==> config.mk <==
export PLATFORM = sky130hd
export DESIGN_NAME = fetch_unit
export DESIGN_NICKNAME = d
export VERILOG_FILES = /design/src/rtl/fetch_pkg.sv /design/src/rtl/fetch_fifo.sv /design/src/rtl/fetch_unit.sv
export SDC_FILE = /design/constraint.sdc
export NUM_CORES = 1
export LEC_CHECK = 0
export ABC_CLOCK_PERIOD_IN_PS = 3700
export BUFFER_PORTS_ARGS = -buffer_cell sky130_fd_sc_hd__buf_2
export CORE_ASPECT_RATIO = 1.4
export CORE_MARGIN = 2
export CORE_UTILIZATION = 50
export DETAILED_ROUTE_END_ITERATION = 10
export PLACE_DENSITY = 0.72
export REMOVE_ABC_BUFFERS = 1
export SYNTH_ARGS = -nofsm -noshare
export SYNTH_HDL_FRONTEND = slang
export SYNTH_HIERARCHICAL = 1
export SYNTH_SLANG_ARGS = --single-unit
==> constraint.sdc <==
create_clock -name clk -period 3.7 [get_ports clk]
set_input_delay 0.925 -clock clk [delete_from_list [all_inputs] [get_ports clk]]
set_output_delay 0.925 -clock clk [all_outputs]
set_load 0.01 [all_outputs]
==> src/rtl/fetch_pkg.sv <==
// Shared types and constants for the instruction-fetch front end.
//   INSTR_W        instruction word width
//   FETCH_ADDR_W   default PC width
//   fetch_state_t  request-channel FSM states
//   fetch_entry_t  {instr, pc} pair held in the instruction queue
//   sat_add32      32-bit saturating add, used by the FETCH_PERF_EN counters
package fetch_pkg;

  localparam int unsigned INSTR_W      = 32;
  localparam int unsigned FETCH_ADDR_W = 32;

  typedef enum logic [1:0] {
    IDLE,
    REQ,
    WAIT,
    DROP
  } fetch_state_t;

  typedef struct packed {
    logic [INSTR_W-1:0]      instr;
    logic [FETCH_ADDR_W-1:0] pc;
  } fetch_entry_t;

  function automatic logic [31:0] sat_add32(input logic [31:0] a, input logic [31:0] b);
    logic [32:0] s;
    s = {1'b0, a} + {1'b0, b};
    return s[32] ? '1 : s[31:0];
  endfunction

endpackage

==> src/rtl/fetch_fifo.sv <==
// Registered FIFO holding fetched {instr, pc} entries.
//   clk, rst   clock / synchronous active-high reset
//   flush      empties the queue; overrides same-cycle push and pop
//   push       write push_data at the tail
//   pop        advance the head (ignored when empty)
//   pop_data   head entry
//   count      number of valid entries (0..DEPTH)
module fetch_fifo #(
  parameter int unsigned W     = 64,
  parameter int unsigned DEPTH = 4,
  localparam int unsigned PTR_W = $clog2(DEPTH),
  localparam int unsigned CNT_W = PTR_W + 1
) (
  input  logic             clk,
  input  logic             rst,
  input  logic             flush,
  input  logic             push,
  input  logic             pop,
  input  logic [W-1:0]     push_data,
  output logic [W-1:0]     pop_data,
  output logic [CNT_W-1:0] count
);

  logic [W-1:0]     mem [DEPTH];
  logic [PTR_W-1:0] wr_ptr, rd_ptr;
  logic             do_push, do_pop;

  assign do_pop   = pop && (count != '0);
  // A push at full is only legal when the head leaves in the same cycle.
  assign do_push  = push && ((count != CNT_W'(DEPTH)) || do_pop);
  assign pop_data = mem[rd_ptr];

  always_ff @(posedge clk) begin
    if (rst || flush) begin
      wr_ptr <= '0;
      rd_ptr <= '0;
      count  <= '0;
    end else begin
      if (do_push) begin
        mem[wr_ptr] <= push_data;
        wr_ptr      <= wr_ptr + PTR_W'(1);
      end
      if (do_pop) begin
        rd_ptr <= rd_ptr + PTR_W'(1);
      end
      count <= count + CNT_W'(do_push) - CNT_W'(do_pop);
    end
  end

endmodule

==> src/rtl/fetch_unit.sv <==
// Instruction-fetch front end: owns the fetch PC, issues single-outstanding
// word reads to instruction memory, queues responses and presents
// {instr, pc, pc+4} to decode. Redirects flush the queue and discard any
// stale in-flight response.
// Ports:
//   clk, rst                      clock / synchronous active-high reset
//   imem_req_valid/ready/addr     fetch request channel
//   imem_rsp_valid/data           in-order response, one per accepted request
//   redirect_valid/pc             branch/jump restart
//   instr_valid/ready             head handshake to decode
//   instr, instr_pc, instr_pcplus4 head contents
// Optional (macro FETCH_PERF_EN): perf_fetched, perf_flushed, perf_stall
// 32-bit saturating event counters.
module fetch_unit
  import fetch_pkg::*;
#(
  parameter int unsigned       ADDR_W   = 32,
  parameter logic [ADDR_W-1:0] RESET_PC = '0,
  parameter int unsigned       DEPTH    = 4
) (
  input  logic               clk,
  input  logic               rst,
  output logic               imem_req_valid,
  input  logic               imem_req_ready,
  output logic [ADDR_W-1:0]  imem_req_addr,
  input  logic               imem_rsp_valid,
  input  logic [31:0]        imem_rsp_data,
  input  logic               redirect_valid,
  input  logic [ADDR_W-1:0]  redirect_pc,
  output logic               instr_valid,
  input  logic               instr_ready,
  output logic [31:0]        instr,
  output logic [ADDR_W-1:0]  instr_pc,
  output logic [ADDR_W-1:0]  instr_pcplus4
`ifdef FETCH_PERF_EN
  ,
  output logic [31:0]        perf_fetched,
  output logic [31:0]        perf_flushed,
  output logic [31:0]        perf_stall
`endif
);

  localparam int unsigned      CNT_W = $clog2(DEPTH) + 1;
  localparam int unsigned      ENT_W = INSTR_W + ADDR_W;
  localparam logic [CNT_W-1:0] FULL  = CNT_W'(DEPTH);

  fetch_state_t      state;
  logic [ADDR_W-1:0] fetch_pc, req_pc;
  logic [CNT_W-1:0]  fifo_count, count_after_push;
  logic [ENT_W-1:0]  head;
  logic              push, pop_fire;

  assign pop_fire         = instr_valid && instr_ready;
  assign push             = (state == WAIT) && imem_rsp_valid && !redirect_valid;
  assign count_after_push = fifo_count + CNT_W'(1) - CNT_W'(pop_fire);

  fetch_fifo #(.W(ENT_W), .DEPTH(DEPTH)) u_fifo (
    .clk       (clk),
    .rst       (rst),
    .flush     (redirect_valid),
    .push      (push),
    .pop       (pop_fire),
    .push_data ({imem_rsp_data, req_pc}),
    .pop_data  (head),
    .count     (fifo_count)
  );

  always_ff @(posedge clk) begin
    if (rst) begin
      state    <= IDLE;
      fetch_pc <= RESET_PC;
      req_pc   <= '0;
    end else if (redirect_valid) begin
      fetch_pc <= redirect_pc & ~ADDR_W'(3);
      // Anything already accepted must have its response swallowed; a
      // response arriving this very cycle is that response.
      unique case (state)
        IDLE:       state <= IDLE;
        REQ:        state <= imem_req_ready ? DROP : IDLE;
        WAIT, DROP: state <= imem_rsp_valid ? IDLE : DROP;
      endcase
    end else begin
      unique case (state)
        IDLE: if (fifo_count < FULL) state <= REQ;
        REQ: begin
          if (imem_req_ready) begin
            req_pc   <= fetch_pc;
            fetch_pc <= fetch_pc + ADDR_W'(4);
            state    <= WAIT;
          end
        end
        WAIT: if (imem_rsp_valid) state <= (count_after_push < FULL) ? REQ : IDLE;
        DROP: if (imem_rsp_valid) state <= IDLE;
      endcase
    end
  end

  assign imem_req_valid = (state == REQ);
  assign imem_req_addr  = fetch_pc;
  assign instr_valid    = (fifo_count != '0);
  assign instr          = instr_valid ? head[ENT_W-1:ADDR_W] : '0;
  assign instr_pc       = instr_valid ? head[ADDR_W-1:0] : '0;
  assign instr_pcplus4  = instr_valid ? head[ADDR_W-1:0] + ADDR_W'(4) : '0;

`ifdef FETCH_PERF_EN
  logic        drop_now;
  logic [31:0] flush_inc;

  assign drop_now  = imem_rsp_valid && ((state == DROP) || ((state == WAIT) && redirect_valid));
  assign flush_inc = (redirect_valid ? 32'(fifo_count) : 32'd0) + 32'(drop_now);

  always_ff @(posedge clk) begin
    if (rst) begin
      perf_fetched <= '0;
      perf_flushed <= '0;
      perf_stall   <= '0;
    end else begin
      if (push) perf_fetched <= sat_add32(perf_fetched, 32'd1);
      perf_flushed <= sat_add32(perf_flushed, flush_inc);
      if (instr_ready && !instr_valid) perf_stall <= sat_add32(perf_stall, 32'd1);
    end
  end
`endif

endmodule

After elaboration in Yosys (flattened, before gate mapping)

Memories as Yosys holds them, arrays and structs flattened. A register that Yosys moved wholly into a read port is not among the register bits.
Cells that the tools add are included.

Order comparisons: 2
Mux-type cells: 21
Eq/ne operators: 8
Bitwise operators: 1
Reductions and logical operators: 18
Add/sub/neg operators: 8

Operator list:

| operator                                                              | count |
|---|---|
| 32-bit 2-to-1 mux                                                     | 6 |
| 32-bit by 3-bit adder with 32-bit output, second input constant       | 2 |
| 2-bit 2-to-1 mux                                                      | 9 |
| 3-bit != test, second input constant                                  | 4 |
| 2-bit one-hot mux with 4 select lines                                 | 1 |
| 3-bit less-than comparator, second input constant                     | 2 |
| 2-bit one-hot mux with 3 select lines                                 | 1 |
| 3-bit by 1-bit subtractor with 3-bit output                           | 2 |
| 1-bit logical AND                                                     | 5 |
| 2-bit by 1-bit adder with 2-bit output, second input constant         | 2 |
| 2-bit equality test, second input constant                            | 2 |
| 1-bit 2-to-1 mux                                                      | 4 |
| 2-bit AND reduction                                                   | 2 |
| 4-bit AND reduction                                                   | 1 |
| 2-bit nonzero test                                                    | 2 |
| 2-bit OR reduction                                                    | 2 |
| 3-bit by 1-bit adder with 3-bit output                                | 1 |
| 3-bit by 1-bit adder with 3-bit output, second input constant         | 1 |
| 3-bit by 1-bit != test with 1-bit output, second input constant       | 1 |
| 3-bit AND reduction                                                   | 1 |
| 3-bit nonzero test                                                    | 1 |
| 2-bit by 1-bit equality test with 1-bit output, second input constant | 1 |
| 2-bit logical NOT                                                     | 1 |
| 1-bit logical OR                                                      | 2 |
| 2 further kinds                                                       | 2 |

Bits of input ports: 70
Memories: 1
Output and inout bits: 130
Flip-flop bits (word level): 73
RAM bits: 256
Word-level logic and storage cells: 66

Memories:

| memory     | depth | bits a word | rd ports | clocked after memory_dff | wr ports | line             | source |
|---|---|---|---|---|---|---|---|
| u_fifo.mem | 4     | 64          | 1        | 1                        | 1        | fetch_fifo.sv:24 | `logic [W-1:0] mem [DEPTH];` |

Depth between registers and ports, before layout

Depth in word-level cells: 8
Mapped depth: 14
Gate-level depth less buffers: 13

By module

Netlist, hierarchy kept.

By module, submodules not included:

| module     | area an instance (um^2) | sequential area each (um^2) | times used | cells each |
|---|---|---|---|---|
| fetch_fifo | 9,699.3                 | 7,867.5                     | 1          | 380 |
| fetch_unit | 4,136.5                 | 1,241.2                     | 1          | 565 |

Least setup slack after synthesis

Ideal clock, no wire load.

Kind: input to register
Start: in redirect_valid
End: mem u_fifo.mem[0][0], enable pin
Arrival time: 3,159 ps
Path slack: 112 ps
Data required time: 3,271 ps
Stages: 5
Library setup time: 429 ps
Buffers on the path: 1
Cells stage by stage: clkbuf_8 > nor2_1 > and3_1 > o41a_1 > and3_1

Longest elaborated chain between the ends: 6
Elaborated cells between the ends (all ways): 7
Those cells by class: mux: 3; reduce/logical: 4

Ends and longest elaborated chain:

| item                                   | line             | source |
|---|---|---|
| start: declaration                     | fetch_unit.sv:28 | `input logic redirect_valid,` |
| 1-bit logical NOT                      | fetch_unit.sv:54 | `assign push = (state == WAIT) && imem_rsp_valid && !redirect_valid;` |
| 1-bit logical AND                      | fetch_unit.sv:54 |  |
| via push                               | fetch_unit.sv:51 | `logic push, pop_fire;` |
| 1-bit logical AND                      | fetch_fifo.sv:30 | `assign do_push = push && ((count != CNT_W'(DEPTH)) \|\| do_pop);` |
| 1-bit 2-to-1 mux                       | fetch_fifo.sv:39 | `if (do_push) begin` |
| 1-bit 2-to-1 mux                       | fetch_fifo.sv:34 | `if (rst \|\| flush) begin` |
| 1-bit 2-to-1 mux (implied by the code) | fetch_fifo.sv:40 | `mem[wr_ptr] <= push_data;` |
| end: declaration                       | fetch_fifo.sv:24 |  |

The timed path passes the listed nets, and every way through them passes these cells.

==> flow_summary.ini <==
[outcome]
outcome = finished, violations left
violations = setup timing

[timing]
hold_violations = 0
rsz0062_at_grt = true
slew_viol_final = 0
finClkSkew_ns = 0.0156
post-route-min-period_ns = 3.77
worst_slew_pin_slew_ns = 0.722
max_freq_ghz = 0.265
setup_ws_ns = -0.0723
setup-violations-final = 5
setup_tns_ns = -0.159
slew_headroom_pct = 51.9
period_share_pct = 102

[power]
power_leakage_nw = 6.51
pwr_density_cell_nw_per_um2 = 453
peakVddDrop_mv = 0.311

[placed_design]
place.port_buffers = 195
place_hpwl_um = 18800
routabilityCongestion = 0.827

[routing]
detail-route-antenna-nets = 0
drc = 0
wirelength_um = 29000
wl_per_cell_um = 18.3
viasPerCell = 5.31
drt_iter0_drc = 485
drt_pass1_iterations = 4
vias = 8440

[setup_path]
crit_chain = buf_6, mux4_2, nand3_4, nor4_4, buf_6, buf_6, nand4_1, xor2_1, nor2_1, buf_2
worstPathArrival_ns = 2.85
critPathLaunchType = flop
reg2reg_depth = 13
path_common_cell = buf_6
max_stage_delay_ns = 0.43
crit_family = simple AND/OR/NAND/NOR gates
timing.rr.end = u_fifo/count[2]$_SDFF_PP0_
critical_path_class = flop to output pin
crit_fanout = 5
endpoint_kind = output pin
crit_buf_inv = 4
required_ns = 2.77
r2r_setup_slack_ns = 0.90
crit_slowest_cell = mux4_2
worstReg2RegStart = u_fifo/count[1]$_SDFF_PP0_

[synthesis]
synthTopCellsByArea = edfxtp_1 (56%), mux4_2 (10%), dfxtp_1 (10%)
ys_warn_count = 6
async_flop_share_pct = 0
syn_area_per_cell_um2 = 14.6
synth.distinct_cells = 53
netlist_area_um2 = 13800
synth_edf_count = 256
yosysTopAreaCell = edfxtp_1
yosys-top-cells-count = edfxtp_1 (256), nand2_1 (89), dfxtp_1 (71)
synth_top_area_share_pct = 55.6
synth.most_common_cell = edfxtp_1
seq_area_frac_synth_pct = 65.8
yosys_most_used_dff = edfxtp_1
ys_ff_latch = 327
synth_cells = 945

[clock_tree]
cts_tree = yes
cts_buffers = 30
clk_latency_ns = 0.56
clk_pin_slew_ns = 0.06
cts_max_path_buffers = 3
hold_buffers = 0
htreeDepth = 1
cts_root_buf = clkbuf_16
cts_sinks = 327

[global_routing]
antenna_found_initial = 0
gr-total-overflow = 0
grt_pass1_wl_um = 45600
grt_pass1_vias = 8518
grt_max_degree = 69
gr-usage-all-layers_pct = 20.3

[finish]
drive_gt1_share_pct = 34.2
nNetsFinal = 1274
finish.utilization_pct = 61.8
nFillCells = 2115
multiInputGateArea_um2 = 4480
seq_area_um2 = 9120
antenna_cells = 0
area_growth_pct = 22.3

[die]
initial_core_util_pct = 50.5
rows = 72
die_w_um = 145
fp.coreArea_um2 = 27400
die_area_um2 = 29000
io_pins = 200
die_h_um = 201

[worst_hold_path]
hold_path_depth = 2
holdCritPathClass = flop to flop
hold_start = req_pc[27]$_SDFFE_PP0P_
min_to = req_pc[27]$_SDFFE_PP0P_

[job]
drv_cap = 0
final cells by class:
| cell class | count | share of cell area, % |
|---|---|---|
| sequential | 327 | 53.9 |
| multi-input combinational | 540 | 26.4 |
| timing repair buffer | 260 | 9.57 |
| clock buffer | 36 | 4.81 |
| tap | 370 | 2.74 |
| clock inverter | 20 | 1.79 |
| inverter | 36 | 0.798 |
sequential cells by signal, summed over array words and instances (netlist names), named ones only:
register       count
u_fifo/count       3
u_fifo/rd_ptr      2
imem_req_addr     30
req_pc            30
u_fifo/mem       256
state              2
u_fifo/wr_ptr      2
worst max path at each step:
stage,endpoint,cells past startpoint,start,slack [ns]
global placement,instr_pcplus4[26],9,flop,0.26
CTS,instr_pcplus4[28],9,flop,-0.08
global route,instr_pcplus4[19],11,flop,-0.16
finish,instr_pcplus4[19],10,flop,-0.07
detailed placement,instr_pcplus4[26],9,flop,0.24
floorplan,instr_pcplus4[27],6,flop,-1.84
report_power, final:
group / switching (mW) / internal (mW) / total [mW]
registers: 0.0487 / 3.97 / 4.02
clock network: 1.31 / 2.12 / 3.43
logic: 0.131 / 0.0960 / 0.227
total: 1.49 / 6.19 / 7.67
metal layers:
metal / global-route usage, % / routed length [um]
met5: 0 / 0
met1: 25.4 / 11500
met3: 2.10 / 1200
met2: 36.5 / 15400
met4: 7.04 / 818
logic make-up (layout without fill, tap and decap cells):
| family | count (synthesis) | after routing | synth area share [%] |
|---|---|---|---|
| simple gates | 301 | 301 | 11.6 |
| buf+inv | 87 | 352 | 3.26 |
| compound gates | 94 | 94 | 4.00 |
| other cells | 1 | 10 | 0.0271 |
| xor+xnor | 55 | 55 | 3.48 |
| fa+ha+maj | 9 | 9 | 0.868 |
| mux | 71 | 71 | 10.9 |
| flops | 327 | 327 | 65.8 |
worst register-to-register path, stage by stage (launching register included):
cell,delay (ns)
dfxtp_1,0.40
nor3_2,0.26
inv_2,0.07
and2_1,0.18
o41a_1,0.45
inv_1,0.10
ha_1,0.22
inv_1,0.05
ha_1,0.13
inv_1,0.05
fa_1,0.38
xnor2_1,0.18
xnor2_1,0.14
nor3_1,0.06
cells in the final DEF (no fill, tap or decap), types with 5 or more instances in the layout:
cell | netlist | final
and2_1 | 67 | 67
clkbuf_16 | 0 | 31
nand3_1 | 25 | 16
clkinv_1 | 0 | 5
and3_1 | 10 | 5
ha_1 | 8 | 7
a21oi_1 | 58 | 57
edfxtp_1 | 256 | 256
buf_12 | 0 | 10
xor2_1 | 28 | 28
and3_4 | 0 | 5
mux4_2 | 64 | 64
inv_1 | 35 | 32
bufinv_16 | 0 | 8
nor2_1 | 47 | 43
nand3_2 | 0 | 8
nand4_1 | 17 | 17
nand2_1 | 89 | 86
buf_2 | 7 | 195
o21ai_0 | 5 | 5
buf_4 | 4 | 47
xnor2_1 | 27 | 27
mux2i_1 | 5 | 5
buf_6 | 8 | 8
conb_1 | 1 | 10
nor3_1 | 16 | 14
o21a_1 | 20 | 20
dfxtp_1 | 71 | 69
stage by stage:
step / worst slack [ns] / hold WS [ns] / std cells / power, mW / area [um^2]
6_report: -0.0723 / 0.496 / 1589 / 7.67 / 16900
5_1_grt: -0.161 / 0.526 / 1589 / 7.90 / 16900
4_1_cts: -0.0813 / 0.500 / 1580 / 7.74 / 16800
3_3_place_gp: 0.262 / 0.475 / 1494 / 4.32 / 15300
3_5_place_dp: 0.242 / 0.490 / 1494 / 4.32 / 15300
2_1_floorplan: -1.84 / 0.458 / 903 / 4.19 / 13600
timing repair:
item,in CTS,in global routing
endpoints found under the hold margin,0,0
buffers inserted,30,9
pin swaps,19,8
endpoints found under the setup margin,22,20
gates resized for setup,27,17
No activity file was read; power rests on OpenSTA's default activity.
